==> src/rtl/bank_dma.sv <==
// bank_dma: background copy sequencer between two bank64k banks.
// Reads cmd_len words from the source bank's rdc port and writes them in
// ascending order to the destination bank's wrc port. The block uses only the
// lowest-priority channel, so every request can be refused by the grant and
// must then be held unchanged until it is granted.
//
// Optional feature macro: BANK_DMA_ABORT_EN
//   defined   -> an 'abort' input exists; abort in RUN drops the command at once
//   undefined -> no abort port; every accepted command runs to completion
module bank_dma #(
  parameter int w = 128,
  parameter int a = 9
) (
  input  logic         clk,
  input  logic         rst,
  input  logic         cmd_valid,
  output logic         cmd_ready,
  input  logic [a-1:0] cmd_src,
  input  logic [a-1:0] cmd_dst,
  input  logic [a:0]   cmd_len,
  output logic         rd_csel,
  output logic         rd_en,
  output logic [a-1:0] rd_addr,
  input  logic [w-1:0] rd_word,
  input  logic         rd_grnt,
  output logic         wr_csel,
  output logic         wr_en,
  output logic [a-1:0] wr_addr,
  output logic [w-1:0] wr_word,
  input  logic         wr_grnt,
  output logic         busy,
  output logic         done
`ifdef BANK_DMA_ABORT_EN
  ,
  input  logic         abort
`endif
);

  typedef enum logic [1:0] {
    IDLE,
    RUN,
    FIN
  } state_t;

  localparam logic [a-1:0] PTR_ONE = 1;
  localparam logic [a:0]   CNT_ONE = 1;

  state_t         state;

  logic [a-1:0]   src_ptr;
  logic [a-1:0]   dst_ptr;
  logic [a:0]     len_q;
  logic [a:0]     rd_issued;
  logic [a:0]     wr_count;

  logic           inflight;
  logic [w-1:0]   fifo_mem [2];
  logic           fifo_head;
  logic           fifo_tail;
  logic [1:0]     fifo_count;
  logic           fifo_empty;
  logic [1:0]     occupancy;

  logic           cmd_fire;
  logic           rd_fire;
  logic           wr_fire;
  logic           push;
  logic           pop;
  logic           abort_hit;

  // Abort only has an effect while a copy is actually running.
`ifdef BANK_DMA_ABORT_EN
  assign abort_hit = abort & (state == RUN);
`else
  assign abort_hit = 1'b0;
`endif

  // Commands are taken only in IDLE and never while reset is held.
  assign cmd_ready = (state == IDLE) & ~rst;
  assign cmd_fire  = cmd_valid & cmd_ready;

  // Words owed to the write side: buffered ones plus the read whose data
  // arrives this cycle. Reads stop once that reaches the buffer depth.
  assign fifo_empty = (fifo_count == 2'd0);
  assign occupancy  = fifo_count + {1'b0, inflight};

  // Read request: held steady while refused because nothing it depends on can
  // change without a grant.
  assign rd_en   = (state == RUN) & (rd_issued < len_q) & (occupancy < 2'd2);
  assign rd_csel = rd_en;
  assign rd_addr = src_ptr;
  assign rd_fire = rd_en & rd_grnt;

  // Write request: the buffer head, or the word arriving from the bank this
  // cycle when the buffer is empty, so a granted stream flows at 1 word/cycle.
  assign wr_en   = (state == RUN) & (~fifo_empty | inflight);
  assign wr_csel = wr_en;
  assign wr_addr = dst_ptr;
  assign wr_word = fifo_empty ? rd_word : fifo_mem[fifo_head];
  assign wr_fire = wr_en & wr_grnt;

  // A captured word goes into the buffer unless it is written straight through.
  assign push = inflight & ~(fifo_empty & wr_fire);
  assign pop  = wr_fire & ~fifo_empty;

  // Control FSM. A zero-length command also passes through RUN: the count
  // check there is already satisfied, so it moves to FIN without any bank
  // access. The completion check uses the registered write count, so FIN
  // follows the cycle after the last write commits.
  always_ff @(posedge clk) begin
    if (rst) begin
      state <= IDLE;
      busy  <= 1'b0;
      done  <= 1'b0;
    end else begin
      case (state)
        IDLE: begin
          done <= 1'b0;
          if (cmd_fire) begin
            state <= RUN;
            busy  <= 1'b1;
          end
        end
        RUN: begin
          if (abort_hit) begin
            state <= IDLE;
            busy  <= 1'b0;
          end else if (wr_count == len_q) begin
            state <= FIN;
            done  <= 1'b1;
          end
        end
        FIN: begin
          state <= IDLE;
          busy  <= 1'b0;
          done  <= 1'b0;
        end
        default: begin
          state <= IDLE;
          busy  <= 1'b0;
          done  <= 1'b0;
        end
      endcase
    end
  end

  // Address pointers and progress counters; pointers wrap naturally at 2^a.
  always_ff @(posedge clk) begin
    if (rst) begin
      src_ptr   <= '0;
      dst_ptr   <= '0;
      len_q     <= '0;
      rd_issued <= '0;
      wr_count  <= '0;
    end else if (cmd_fire) begin
      src_ptr   <= cmd_src;
      dst_ptr   <= cmd_dst;
      len_q     <= cmd_len;
      rd_issued <= '0;
      wr_count  <= '0;
    end else begin
      if (rd_fire) begin
        src_ptr   <= src_ptr + PTR_ONE;
        rd_issued <= rd_issued + CNT_ONE;
      end
      if (wr_fire) begin
        dst_ptr  <= dst_ptr + PTR_ONE;
        wr_count <= wr_count + CNT_ONE;
      end
    end
  end

  // Read-return tracking and buffer bookkeeping; reset and abort both forget
  // the pending read and everything buffered.
  always_ff @(posedge clk) begin
    if (rst || abort_hit) begin
      inflight   <= 1'b0;
      fifo_head  <= 1'b0;
      fifo_tail  <= 1'b0;
      fifo_count <= 2'd0;
    end else begin
      inflight <= rd_fire;
      if (push) begin
        fifo_tail <= ~fifo_tail;
      end
      if (pop) begin
        fifo_head <= ~fifo_head;
      end
      case ({push, pop})
        2'b10:   fifo_count <= fifo_count + 2'd1;
        2'b01:   fifo_count <= fifo_count - 2'd1;
        default: fifo_count <= fifo_count;
      endcase
    end
  end

  // Buffer storage; stale entries are harmless because the count gates them.
  always_ff @(posedge clk) begin
    if (push) begin
      fifo_mem[fifo_tail] <= rd_word;
    end
  end

endmodule

==> config.mk <==
export PLATFORM = sky130hd
export DESIGN_NAME = bank_dma
export DESIGN_NICKNAME = d
export VERILOG_FILES = /design/src/rtl/bank_dma.sv
export SDC_FILE = /design/constraint.sdc
export NUM_CORES = 1
export LEC_CHECK = 0
export CAP_MARGIN = 0
export CORE_ASPECT_RATIO = 1.25
export CORE_MARGIN = 2
export CORE_UTILIZATION = 47
export DETAILED_ROUTE_END_ITERATION = 12
export DONT_BUFFER_PORTS = 1
export GPL_TIMING_DRIVEN = 0
export HOLD_SLACK_MARGIN = 0.12
export PLACE_DENSITY = 0.71
export SYNTH_ARGS = -nofsm -noshare
export SYNTH_HDL_FRONTEND = slang
export SYNTH_SLANG_ARGS = --single-unit
export TNS_END_PERCENT = 30
==> constraint.sdc <==
create_clock -name clk -period 11.1 [get_ports clk]
set_input_delay 2.22 -clock clk [delete_from_list [all_inputs] [get_ports clk]]
set_output_delay 2.22 -clock clk [all_outputs]
set_load 0.05 [all_outputs]
==> metrics <==
status finished clean; Finished Cell Area ~15000 sq um; Yosys cell types 45; DR pass1 iterations 5; setup TNS 0 ns; die area 29800 sq um; FFs w/ async S/R, synth 0; fin cells roughly 1400; hold_buf cts 0; Starting Density 0.481; crit path launch fifo_count[0]; register area slightly below 9000 sq um; Hold Crit Start len_q[8]; fillers between 2000 and 2500; register area share after synthesis 0.663; commonest non-fill, non-tap cell in the layout edfxtp_1; main combinational cell family by area after synthesis multiplexers; slack of the critical path ~5.4 ns; total power between 0.002 and 0.003 W; Pleak approximately 4.6 nW; Synth Register Bits around 310; DP Area between 10000 and 15000 sq um; gpl congestion between 0.8 and 0.9; final-stage net count roughly 1200; worst slew pin tran 1.26 ns; clock slew at reported path FFs 0.07 ns; final number of max-transition violations 0; peak supply drop 0.000136 V; Clock Path Buffers 3; area growth from synthesis to layout 11.9%; routed wire length per instance roughly 21 um; area fraction of the dominant cell type after synthesis 0.576; fraction of layout cells with a size suffix above 1 0.0712; PD cells between 150 and 200 nW/um^2; post-synthesis adder-cell area fraction 0.0131; io pins about 310; drt via density 5.62; Hold Fails Final Rpt 0; Compound-Gate Fraction of Synth Area 0.0931; initial antenna violation count 0; Detailed Route Iter0 Violations 378; highest-count cells in the layout ignoring fill and taps edfxtp_1 (256), nor2_1 (174), a21oi_1 (141); Post-CTS Setup Bufs 0; number of global-route vias before repair 8025; HPWL after detailed placement about 22 mm; CTS tree built; # port buffers 0; MaxCap Viol Count 0; first-pass GRT wire length 45.5 mm; CP required 8.88 ns; gr usage total 0.196; RSZ-0062 raised after global routing no; die span in x roughly 150 um; critical path endpoint category output port; core area 27700 sq um; crit start category flop; dominant cell type by area after synthesis edfxtp_1; area occupied by multi-input gates between 4000 and 5000 sq um; Routed Antenna Nets 0; Inst Count DP around 1400; xor/xnor share of the synthesized area 0.0276; Net Count, Synth 1205; top cells by area, synth edfxtp_1 (58%), mux2i_1 (9.8%), dfxtp_1 (8.7%), a21oi_1 (5.3%), nor2_1 (5.0%); CP max FO 10; Clock H-tree levels 1; Die H 192 um; final wirelength between 30 and 40 mm; Post-synth EDFFs around 260; mux share of post-synthesis cell area 0.0976; Main synth FF type edfxtp_1; Hold Crit Class flop to flop; Clock Latency Late Sink between 0.5 and 0.6 ns; Rows 68; final worst-path cycle share 0.509; worst slack, placed about 5.6 ns; Layout Skew about 0.014 ns; WP data arrival between 3 and 4 ns; cells after synthesis around 1000; Clock Sinks between 300 and 400; largest net degree at the start of global routing 33; Antenna Cells 0; DRC Markers 0; worst r2r src fifo_count[0]; area share of and/or/nand/nor cells after synthesis 0.0822; crit path kind flop to output port; clk root buf clkbuf_16; Num CTS Buffers 30; Avg Synthesized Cell Area between 10 and 15 sq um; Fmax achieved roughly 180 MHz; Final min period 5.65 ns; max_slew headroom 0.162; GRT overflow 0; Netlist Area Pre-Place ~13000 sq um; Final setup viols 0; Ys Warns 0; post-cts resize count 0; vias between 8000 and 9000
[area by class of cell]
type / count / share of cell area
well taps: 350 / 0.0293
plain buffers: 61 / 0.0169
clock buffers: 38 / 0.0537
multi-input cells: 640 / 0.282
inverters: 15 / 0.00377
flip-flops and latches: 314 / 0.593
clock inverters: 17 / 0.00931
repair buffers: 10 / 0.0125
[power by group]
group	switching (W)	total, W	leakage [nW]	internal [W]
Combinational	0.000374	0.000450	1.40	0.0000766
Clock	0.000423	0.000979	0.449	0.000556
Sequential	0.0000471	0.00136	2.78	0.00131
Total	0.000844	0.00279	4.64	0.00194
[kinds of logic (layout without fill, tap and decap cells)]
family	count (synthesis)	count (layout)
buf+inv	76	141
fa+ha+maj	14	14
xor+xnor	42	42
simple gates	263	263
flops	314	314
compound gates	191	191
mux	130	130
[final timing paths]
kind | endpoint | slack, ns | cells after the start
worst max register to register | fifo_mem[1][101] | 7.69 | 9
worst min-delay path | len_q[8] | 0.51 | 2
worst min register to register | len_q[8] | 0.51 | 2
worst max-delay path | wr_word[56] | 5.45 | 6
[sequential cells by signal, indices dropped and copies added (netlist names), 2 cells and up, named ones only]
| signal | cells |
|---|---|
| rd_addr | 9 |
| wr_addr | 9 |
| rd_issued | 10 |
| state | 2 |
| wr_count | 10 |
| fifo_count | 2 |
| len_q | 10 |
| fifo_mem | 256 |
[worst max-delay path, cell delays in order, from the launching register on]
cell and delay (ns):
dfxtp_1 0.41, or2_1 0.12, buf_2 0.19, clkbuf_1 0.59, clkbuf_1 0.51, nor2_1 0.08
a21oi_1 0.97
[stage by stage]
stage / hold slack [ns] / utilization
floorplan: 0.473 / -
global placement: 0.495 / 0.497
detailed placement: 0.503 / 0.504
CTS: 0.513 / 0.538
global route: 0.542 / 0.538
finish: 0.510 / 0.538
[cell usage after synthesis (all sizes together), types with 3 or more instances]
master	count
nand4	9
buf	20
nand2b	3
and4	3
nor2	176
dfxtp	58
nand2	42
nand3	9
a21oi	141
mux2i	130
or3	3
nor3	3
a211oi	18
nor4	3
xor2	16
inv	15
xnor2	26
ha	14
edfxtp	256
o31ai	9
clkbuf	41
o21ai	5
and3	5
a2111oi	9
[per-layer routing]
metal / vias up / share of wire / global-route usage
li1: 3861 / - / -
met1: 3908 / 0.37 / 0.220
met2: 301 / 0.51 / 0.356
met3: 44 / 0.091 / 0.0624
met4: 0 / 0.027 / 0.0620
met5: - / 0 / 0
(Power assumes the default switching activity.)
